## src/rtl/reg_file_pkg.sv

```systemverilog
// Shared constants for the scoreboarded register file: default geometry
// and the 16-entry reset image. Entries past the image reset to zero.
package reg_file_pkg;

    localparam int DEF_DATA_W   = 16;
    localparam int DEF_ADDR_W   = 4;
    localparam int DEF_NUM_RD   = 2;
    localparam int DEF_SPEC_IDX = 14;

    localparam int RST_N = 16;

    localparam logic [15:0] RST_VALS [RST_N] = '{
        16'h7b18, 16'h245b, 16'hff0f, 16'hf0ff,
        16'h0051, 16'h6666, 16'h00ff, 16'hff88,
        16'h0000, 16'h0000, 16'h3099, 16'hcccc,
        16'h0002, 16'h0011, 16'h0000, 16'h0000
    };

    // Reset value for any register index; indices beyond the image give 0.
    function automatic logic [15:0] rst_val(input int unsigned idx);
        logic [3:0] w_i;
        w_i = idx[3:0];
        if (idx < RST_N) return RST_VALS[w_i];
        return 16'h0000;
    endfunction

endpackage

```

## src/rtl/reg_scoreboard.sv

```systemverilog
// Busy scoreboard: one bit per register marking an outstanding producer.
// Issue sets, writeback clears, and a same-edge set beats the clear so a
// newly issued producer is never lost.
module reg_scoreboard
    import reg_file_pkg::*;
#(
    parameter int ADDR_W = DEF_ADDR_W,
    parameter int NUM_RD = DEF_NUM_RD
) (
    input  logic                     clk,
    input  logic                     rst,
    input  logic                     i_iss_en,
    input  logic [ADDR_W-1:0]        i_iss_addr,
    input  logic                     i_clr_en,
    input  logic [ADDR_W-1:0]        i_clr_addr,
    input  logic [NUM_RD*ADDR_W-1:0] i_rd_addr,
    output logic [NUM_RD-1:0]        o_rd_busy
);

    localparam int DEPTH = 2 ** ADDR_W;

    logic [DEPTH-1:0] r_busy;

    // Clear on writeback first, then set on issue so set wins on collision.
    always_ff @(posedge clk) begin
        if (rst) begin
            r_busy <= '0;
        end else begin
            if (i_clr_en) r_busy[i_clr_addr] <= 1'b0;
            if (i_iss_en) r_busy[i_iss_addr] <= 1'b1;
        end
    end

    for (genvar p = 0; p < NUM_RD; p++) begin : g_look
        assign o_rd_busy[p] = r_busy[i_rd_addr[p*ADDR_W +: ADDR_W]];
    end

endmodule

```

## src/rtl/reg_file_sb.sv

```systemverilog
// Parametrised register file with busy scoreboard and a dedicated side
// write port for register SPEC_IDX (side port wins over writeback).
// Optional forwarding of same-cycle writes: define REG_FILE_BYPASS_EN.
module reg_file_sb
    import reg_file_pkg::*;
#(
    parameter int DATA_W   = DEF_DATA_W,
    parameter int ADDR_W   = DEF_ADDR_W,
    parameter int NUM_RD   = DEF_NUM_RD,
    parameter int SPEC_IDX = DEF_SPEC_IDX
) (
    input  logic                     clk,
    input  logic                     rst,
    input  logic [NUM_RD*ADDR_W-1:0] rd_addr,
    output logic [NUM_RD*DATA_W-1:0] rd_data,
    output logic [NUM_RD-1:0]        rd_busy,
    output logic                     stall,
    output logic [DATA_W-1:0]        spec_data,
    input  logic                     wr_en,
    input  logic [ADDR_W-1:0]        wr_addr,
    input  logic [DATA_W-1:0]        wr_data,
    input  logic                     spec_we,
    input  logic [DATA_W-1:0]        spec_wdata,
    input  logic                     iss_en,
    input  logic [ADDR_W-1:0]        iss_addr
);

    localparam int                DEPTH  = 2 ** ADDR_W;
    localparam logic [ADDR_W-1:0] SPEC_A = ADDR_W'(SPEC_IDX);

    logic [DATA_W-1:0]             r_mem [DEPTH];
    logic [NUM_RD-1:0]             w_sb_busy;
    logic [NUM_RD-1:0][DATA_W-1:0] w_rd_data;
    logic [NUM_RD-1:0]             w_rd_busy;

    // Storage: reset image, then writeback, with the side port landing last
    // so it overrides a writeback aimed at the same register.
    always_ff @(posedge clk) begin
        if (rst) begin
            for (int i = 0; i < DEPTH; i++) r_mem[i] <= DATA_W'(rst_val(i));
        end else begin
            if (wr_en)   r_mem[wr_addr] <= wr_data;
            if (spec_we) r_mem[SPEC_A]  <= spec_wdata;
        end
    end

    reg_scoreboard #(
        .ADDR_W (ADDR_W),
        .NUM_RD (NUM_RD)
    ) u_sb (
        .clk        (clk),
        .rst        (rst),
        .i_iss_en   (iss_en),
        .i_iss_addr (iss_addr),
        .i_clr_en   (wr_en),
        .i_clr_addr (wr_addr),
        .i_rd_addr  (rd_addr),
        .o_rd_busy  (w_sb_busy)
    );

    for (genvar p = 0; p < NUM_RD; p++) begin : g_rd
        logic [ADDR_W-1:0] w_addr;
        logic [DATA_W-1:0] w_d;
        logic              w_b;
        assign w_addr = rd_addr[p*ADDR_W +: ADDR_W];
`ifdef REG_FILE_BYPASS_EN
        // Forward this cycle's write; side port outranks writeback, and a
        // matching writeback retires the producer so busy is masked.
        always_comb begin
            w_d = r_mem[w_addr];
            w_b = w_sb_busy[p];
            if (wr_en && wr_addr == w_addr) begin
                w_d = wr_data;
                w_b = 1'b0;
            end
            if (spec_we && w_addr == SPEC_A) w_d = spec_wdata;
        end
`else
        // Plain lookup from stored state.
        always_comb begin
            w_d = r_mem[w_addr];
            w_b = w_sb_busy[p];
        end
`endif
        assign w_rd_data[p] = w_d;
        assign w_rd_busy[p] = w_b;
    end

`ifdef REG_FILE_BYPASS_EN
    // Side-register view forwarded the same way as the read ports.
    always_comb begin
        spec_data = r_mem[SPEC_A];
        if (wr_en && wr_addr == SPEC_A) spec_data = wr_data;
        if (spec_we) spec_data = spec_wdata;
    end
`else
    // Side-register view straight from storage.
    always_comb begin
        spec_data = r_mem[SPEC_A];
    end
`endif

    assign rd_data = w_rd_data;
    assign rd_busy = w_rd_busy;
    assign stall   = |w_rd_busy;

endmodule
```

## config.mk

```make
export PLATFORM = sky130hd
export DESIGN_NAME = reg_file_sb
export DESIGN_NICKNAME = d
export VERILOG_FILES = /design/src/rtl/reg_file_pkg.sv /design/src/rtl/reg_scoreboard.sv /design/src/rtl/reg_file_sb.sv
export SDC_FILE = /design/constraint.sdc
export NUM_CORES = 1
export LEC_CHECK = 0
export BUFFER_PORTS_ARGS = -buffer_cell sky130_fd_sc_hd__buf_4
export CORE_MARGIN = 3
export CORE_UTILIZATION = 51
export CTS_CLUSTER_SIZE = 16
export DETAILED_ROUTE_END_ITERATION = 8
export GPL_ROUTABILITY_DRIVEN = 0
export PLACE_DENSITY = 0.69
export SYNTH_ARGS = -nofsm -noshare
export SYNTH_HDL_FRONTEND = slang
export SYNTH_SLANG_ARGS = --single-unit
```

## constraint.sdc

```tcl
create_clock -name clk -period 2.5 [get_ports clk]
set_clock_uncertainty 0.2 [all_clocks]
set_input_delay 0.125 -clock clk [delete_from_list [all_inputs] [get_ports clk]]
set_output_delay 0.125 -clock clk [all_outputs]
set_load 0.05 [all_outputs]
```

==> metrics.md, run 1 <==
| Metric | Value |
|---|---|
| R2r startpoint | `u_sb.r_busy[14]` |
| First-pass GRT wire length | `64800 um` |
| Initial antenna violation count | `1` |
| Crit path required time | `2.17 ns` |
| Post-DP Area | `approximately 16000 um2` |
| Static leakage | `6.28 nW` |
| Chip Width | `175 um` |
| Worst-path clk slew | `around 0.060 ns` |
| Final Critical Period | `2.60 ns` |
| Fmax | `0.385 GHz` |
| Commonest non-fill, non-tap cell in the layout | `edfxtp_1` |
| Max-slew violation count | `0` |
| H-Tree Depth | `1` |
| Hold Startpoint | `wr_addr[0]` |
| Ports | `approximately 100` |
| Final instance area | `approximately 18000 um2` |
| Vias per cell | `6.42` |
| Final Non-Filler Cells | `about 1500` |
| Initial DRC count | `1140` |
| Final hold vios | `0` |
| Nets | `about 1200` |
| Placed Cells | `1357` |
| Site row count | `61` |
| Vias in the first global route | `9671` |
| Syn Area/Cell | `16.1 um2` |
| FF+latch count, synth | `about 270` |
| Die area | `30600 um2` |
| Dpl hpwl | `27900 um` |
| Area Overhead vs Synth | `23.2%` |
| Routed Antenna Nets | `0` |
| CP Class | `reg2out` |
| Crit path launch | `r_mem[14][3]` |
| Setup crit end kind | `primary output` |
| Startpoint types | `register` |
| Yosys warns | `0` |
| Worst skew pair latency | `around 0.55 ns` |
| Post-synthesis cell type count | `38` |
| Setup TNS | `-0.848 ns` |
| All-Layer GR Usage | `0.290` |
| Largest net degree at the start of global routing | `35` |
| Final period util | `1.04` |
| Initial Util | `0.521` |
| PortBufs | `~100` |
| Min-delay worst type | `in2reg` |
| DRT Pass-1 Iters | `5` |
| Failing checks | `setup timing` |
| Post-layout util | `0.641` |
| Top_reg_cell synth | `edfxtp_1` |
| Slew Limit Headroom | `0.551` |
| ANT cells | `0` |
| Mapped Cells | `between 900 and 1000` |
| Maxcap violations | `0` |
| RSZ-0062 raised after global routing | `yes` |
| Post-route setup slack | `-0.0995 ns` |
| CTS root buf | `clkbuf_16` |
| Post-synth EDFFs | `about 260` |
| Clock buffer depth | `3` |
| Die H | `roughly 170 um` |
| Crit-path max FO | `3` |
| Total gr overflow | `0` |
| DR vias | `9641` |
| Cell Area, Synth | `approximately 15000 um2` |
| Final setup viols | `18` |
| Share of layout cells above drive strength 1 | `0.373` |
| Core area | `27900 um2` |
| Maximum VDD drop | `roughly 0.47 mV` |
| Power Dens Cells | `652 nW/um2` |
| CTS tree | `done` |
| Tot Pwr | `11.7 mW` |
| Most frequent cells in the layout | `edfxtp_1, mux4_2, buf_4, and2_1, dlygate4sd3_1` |
| Number of remaining DRC errors | `0` |
| Post-synthesis sequential area ratio | `0.550` |
| Status | `finished, violations left` |
| FFs w/ async S/R, synth | `0` |
| Post-Syn Nets | `957` |
| Clock Sinks | `272` |
| WL/cell | `29.2 um` |
| Total Wirelength | `about 44000 um` |
| Pre-CTS setup slack | `0.195 ns` |
| WHS | `0.0292 ns` |
| Inserted Clock Buffers | `29` |
| Arrival @ worst endpoint | `2.27 ns` |
| Actual slew at the worst max-slew pin | `~0.67 ns` |
==> per-layer routing <==
| metal | track usage | share of wire | up-vias |
|---|---|---|---|
| li1 | - | - | 3979 |
| met1 | 0.412 | 0.38 | 5013 |
| met2 | 0.464 | 0.49 | 574 |
| met3 | 0.0591 | 0.11 | 75 |
| met4 | 0.0838 | 0.026 | 0 |
| met5 | 0 | 0 | - |
==> synth_stat cells (3+ instances only) <==
| cell type | n | area (um2) |
|---|---|---|
| mux2i_1 | 6 | 60.1 |
| nor4_2 | 3 | 37.5 |
| buf_6 | 4 | 45.0 |
| a22o_1 | 16 | 140 |
| or2_2 | 22 | 138 |
| mux4_1 | 16 | 420 |
| buf_12 | 4 | 80.1 |
| and2_1 | 119 | 744 |
| nor2_1 | 14 | 52.6 |
| nand2b_1 | 50 | 313 |
| mux4_2 | 152 | 3420 |
| or2_1 | 8 | 50.1 |
| clkbuf_1 | 54 | 203 |
| nor2b_1 | 3 | 18.8 |
| inv_1 | 4 | 15.0 |
| buf_2 | 17 | 85.1 |
| or3_1 | 10 | 62.6 |
| a21oi_1 | 15 | 75.1 |
| dfxtp_1 | 16 | 320 |
| edfxtp_1 | 256 | 7690 |
| nand2_1 | 38 | 143 |
| nand3_1 | 5 | 25.0 |
| nor3_1 | 23 | 115 |
| buf_1 | 6 | 22.5 |
| nor4_1 | 13 | 81.3 |
| o21ai_0 | 15 | 75.1 |
==> worst max-delay path, cell delays in order (launching register included) <==
cell and delay [ns]:
edfxtp_1 0.54, mux4_2 0.50, mux4_2 0.51, buf_6 0.17
==> final timing paths <==
path	to	slack (ns)	depth (start not counted)
min	r_mem[10][6]	0.03	4
max reg2reg	u_sb.r_busy[14]	1.03	3
min reg2reg	u_sb.r_busy[11]	0.32	2
max	rd_data[3]	-0.1	3
==> cell type report <==
class | count | area (um2)
fillers | 1986 | 10000
inverters | 5 | 18.8
repair buffers | 256 | 2400
multi-input cells | 538 | 6100
clock buffers | 33 | 741
flip-flops and latches | 272 | 8010
clock inverters | 20 | 174
well taps | 378 | 473
==> timing repair <==
item	4_1_cts	5_1_grt
buffers inserted	12	9
pin swaps	0	1
endpoints found under the hold margin	255	0
hold buffers	71	0
setup endpoints to repair	27	43
gates resized for setup	28	8
==> sequential cells by signal, indices dropped and copies added, names as in the netlist <==
| signal | cells |
|---|---|
| r_mem | 256 |
| u_sb.r_busy | 16 |
==> cell families (layout without fill, tap and decap cells) <==
kind of cell	after synthesis	after routing	synth area share
mux	174	174	0.268
compound gates	47	47	0.0206
simple gates	317	317	0.128
buf+inv	94	314	0.0329
flops	272	272	0.550
==> report_power, final <==
group	switching (mW)	total, mW	leakage, nW	internal, mW
Sequential	0.155	5.40	2.63	5.24
Combinational	1.15	2.10	3.20	0.948
Clock	1.77	4.19	0.445	2.42
Total	3.07	11.7	6.28	8.61
Note: power is estimated with default switching activity, not from simulation.
==> run 2: changes to the inputs <==
Clock period 2.5 ns to 3.1 ns, I/O delays scaled along.
==> run 2 against run 1 <==
  * The run now ends clean
  * Non-clock buffer count shrank 40
  * Final cell count is 2.9% lower
  * Worst hold slack improved by 0.22 ns
  * Critical path type is now in2reg
  * Critical endpoint is now r_mem[14][9]
==> metrics.md, run 2 (synthesized netlist as in run 1, its figures left out) <==
| Metric | Value |
|---|---|
| Status | `finished, final reports clean (was finished, violations left)` |
| Maxcap violations | `0 (unchanged)` |
| Dpl hpwl | `27600 um (was 27900 um)` |
| Routed Antenna Nets | `0 (unchanged)` |
| Reg power frac | `0.474 (was 0.462)` |
| Biggest register | `r_mem (unchanged)` |
| Vias in the first global route | `9764 (was 9671)` |
| DR vias | `9525 (was 9641)` |
| Total Wirelength | `43700 um (was 43900 um)` |
| CP Class | `in2reg (was reg2out)` |
| Inserted Clock Buffers | `28 (was 29)` |
| DRT Pass-1 Iters | `5 (unchanged)` |
| Final Critical Period | `2.95 ns` |
| Post-DP Area | `15800 um2 (was 16000 um2)` |
| Register area | `8010 um2 (unchanged)` |
| # Post-CTS Setup Buffers | `0 (was 12)` |
| Sw Ratio | `0.264 (was 0.263)` |
| Crit path largest cell delay | `0.55 ns (was 0.54 ns)` |
| WL/cell | `30.0 um (was 29.2 um)` |
| Post_cts resized | `0 (was 28)` |
| Number of remaining DRC errors | `0 (unchanged)` |
| H-Tree Depth | `1 (unchanged)` |
| Final instance area | `17400 um2 (was 17900 um2)` |
| Initial DRC count | `1139 (was 1140)` |
| Power Dens Cells | `529 nW/um2 (was 652 nW/um2)` |
| Power Internal | `6.76 mW (was 8.61 mW)` |
| Commonest non-fill, non-tap cell in the layout | `edfxtp_1 (unchanged)` |
| Largest net degree at the start of global routing | `42 (was 35)` |
| Final period util | `0.950` |
| Worst skew pair latency | `0.54 ns (was 0.55 ns)` |
| CTS root buf | `clkbuf_16 (unchanged)` |
| Max FFs per register | `256 (unchanged)` |
| FILL cells | `2081 (was 1986)` |
| CTS tree | `done (unchanged)` |
| Slowest CP cell | `dlygate4sd3_1 (was edfxtp_1)` |
| Final setup viols | `0 (was 18)` |
| Share of layout cells above drive strength 1 | `0.344 (was 0.373)` |
| Crit-path max FO | `11 (was 3)` |
| Worst-path clk slew | `0.06 ns (about the same)` |
| Vias per cell | `6.53 (was 6.42)` |
| Total gr overflow | `0 (unchanged)` |
| Die area | `30600 um2 (unchanged)` |
| Ports | `104 (unchanged)` |
| WP buf/inv | `4 (was 1)` |
| Startpoint types | `input port (was register)` |
| Most frequent cells in the layout | `edfxtp_1, mux4_2, buf_4, and2_1, dlygate4sd3_1 (unchanged)` |
| PortBufs | `103 (unchanged)` |
| Crit-path leading delay family | `buffers and inverters (was multiplexers)` |
| Crit path required time | `3.31 ns (was 2.17 ns)` |
| Logic pwr share | `0.171 (was 0.180)` |
| Initial Util | `0.521 (unchanged)` |
| Core area | `27900 um2 (unchanged)` |
| Area Overhead vs Synth | `19.4% (was 23.2%)` |
| Clock buffer depth | `3 (unchanged)` |
| Maximum VDD drop | `0.287 mV (was 0.473 mV)` |
| Area of the multi-input gates | `6100 um2 (about the same)` |
| Max-slew violation count | `0 (unchanged)` |
| Slew Limit Headroom | `0.529 (was 0.551)` |
| RSZ-0062 raised after global routing | `no (was yes)` |
| Final hold vios | `0 (unchanged)` |
| First-pass GRT wire length | `63900 um (was 64800 um)` |
| Actual slew at the worst max-slew pin | `0.706 ns (was 0.674 ns)` |
| Top Registers | `r_mem x256, u_sb.r_busy x16 (unchanged)` |
| Chip Width | `175 um (unchanged)` |
| Clock Sinks | `272 (unchanged)` |
| Static leakage | `6.03 nW (was 6.28 nW)` |
| Die H | `175 um (unchanged)` |
| Nets | `1114 (was 1155)` |
| ANT cells | `0 (unchanged)` |
| Site row count | `61 (unchanged)` |
| Min-delay worst type | `in2reg (unchanged)` |
| All-Layer GR Usage | `0.289 (was 0.290)` |
| Psw | `2.42 mW (was 3.07 mW)` |
| Setup crit end kind | `register (was primary output)` |
| Hold buffers post-CTS | `68 (was 71)` |
| Clock share of power | `0.354 (was 0.358)` |
| Fmax | `0.339 GHz` |
| Setup TNS | `0 ns (was -0.848 ns)` |
| Initial antenna violation count | `0 (was 1)` |
| Arrival @ worst endpoint | `3.16 ns (was 2.27 ns)` |
| Worst path cell trace | `dlygate4sd3_1 > buf_4 > nand2b_1 > or3_1 > nor3_2 > buf_4 > a22o_1 > dlygate4sd3_1 (was mux4_2 > mux4_2 > buf_6)` |
## run 2: changes by cell type in the layout (fill, tap and decap cells not counted), sizes merged
cell / change
buf: -37
clkinvlp: -1
clkinv: -2
dlygate4sd3: -3
bufinv: -1
## run 2: layout make-up
class	instances	share of cell area
clock inverter	16	0.00742
timing repair buffer	216	0.109
multi-input combinational	538	0.351
clock buffer	33	0.0427
inverter	5	0.00108
tap	378	0.0272
sequential	272	0.461
## run 2: through the flow
stage                     power, mW  instances  hold WS, ns   util  setup WS (ns)
after detailed placement       5.94       1341        0.252  0.566          0.567
after floorplan                5.39        904        0.103      -          0.522
final                          9.18       1458        0.254  0.622          0.154
after CTS                      9.20       1458        0.239  0.622          0.307
after global placement         5.91       1341        0.249  0.566          0.577
after global routing           9.40       1458        0.263  0.622         0.0974
## run 2: worst reg2reg max path: stages, from the launching register on
cell and delay (ns):
dfxtp_1 0.34, o21ai_0 0.11, a21oi_1 0.19, dlygate4sd3_1 0.58
## run 2: final timing paths
path / from / to / slack (ns) / cells past startpoint
setup reg to reg: u_sb.r_busy[12] / u_sb.r_busy[12] / 1.63 / 3
hold / removal: wr_data[5] / r_mem[7][5] / 0.25 / 3
hold reg to reg: u_sb.r_busy[2] / u_sb.r_busy[2] / 0.28 / 2
setup / recovery: wr_addr[0] / r_mem[14][9] / 0.15 / 8
## run 2: power groups by stage
stage	combinational [mW]	sequential [mW]	clock [mW]
4_1_cts	1.58	4.35	3.28
3_5_place_dp	1.51	4.42	0
2_1_floorplan	0.963	4.43	0
6_report	1.57	4.35	3.25
3_3_place_gp	1.50	4.41	0
5_1_grt	1.64	4.37	3.40
## run 2: routing by layer
layer  GRT usage  vias up  share of wire
met5           0        -              0
met4      0.0997        0          0.038
met3      0.0676       99           0.11
met2       0.462      569           0.48
met1       0.395     4947           0.37
li1            -     3910              -
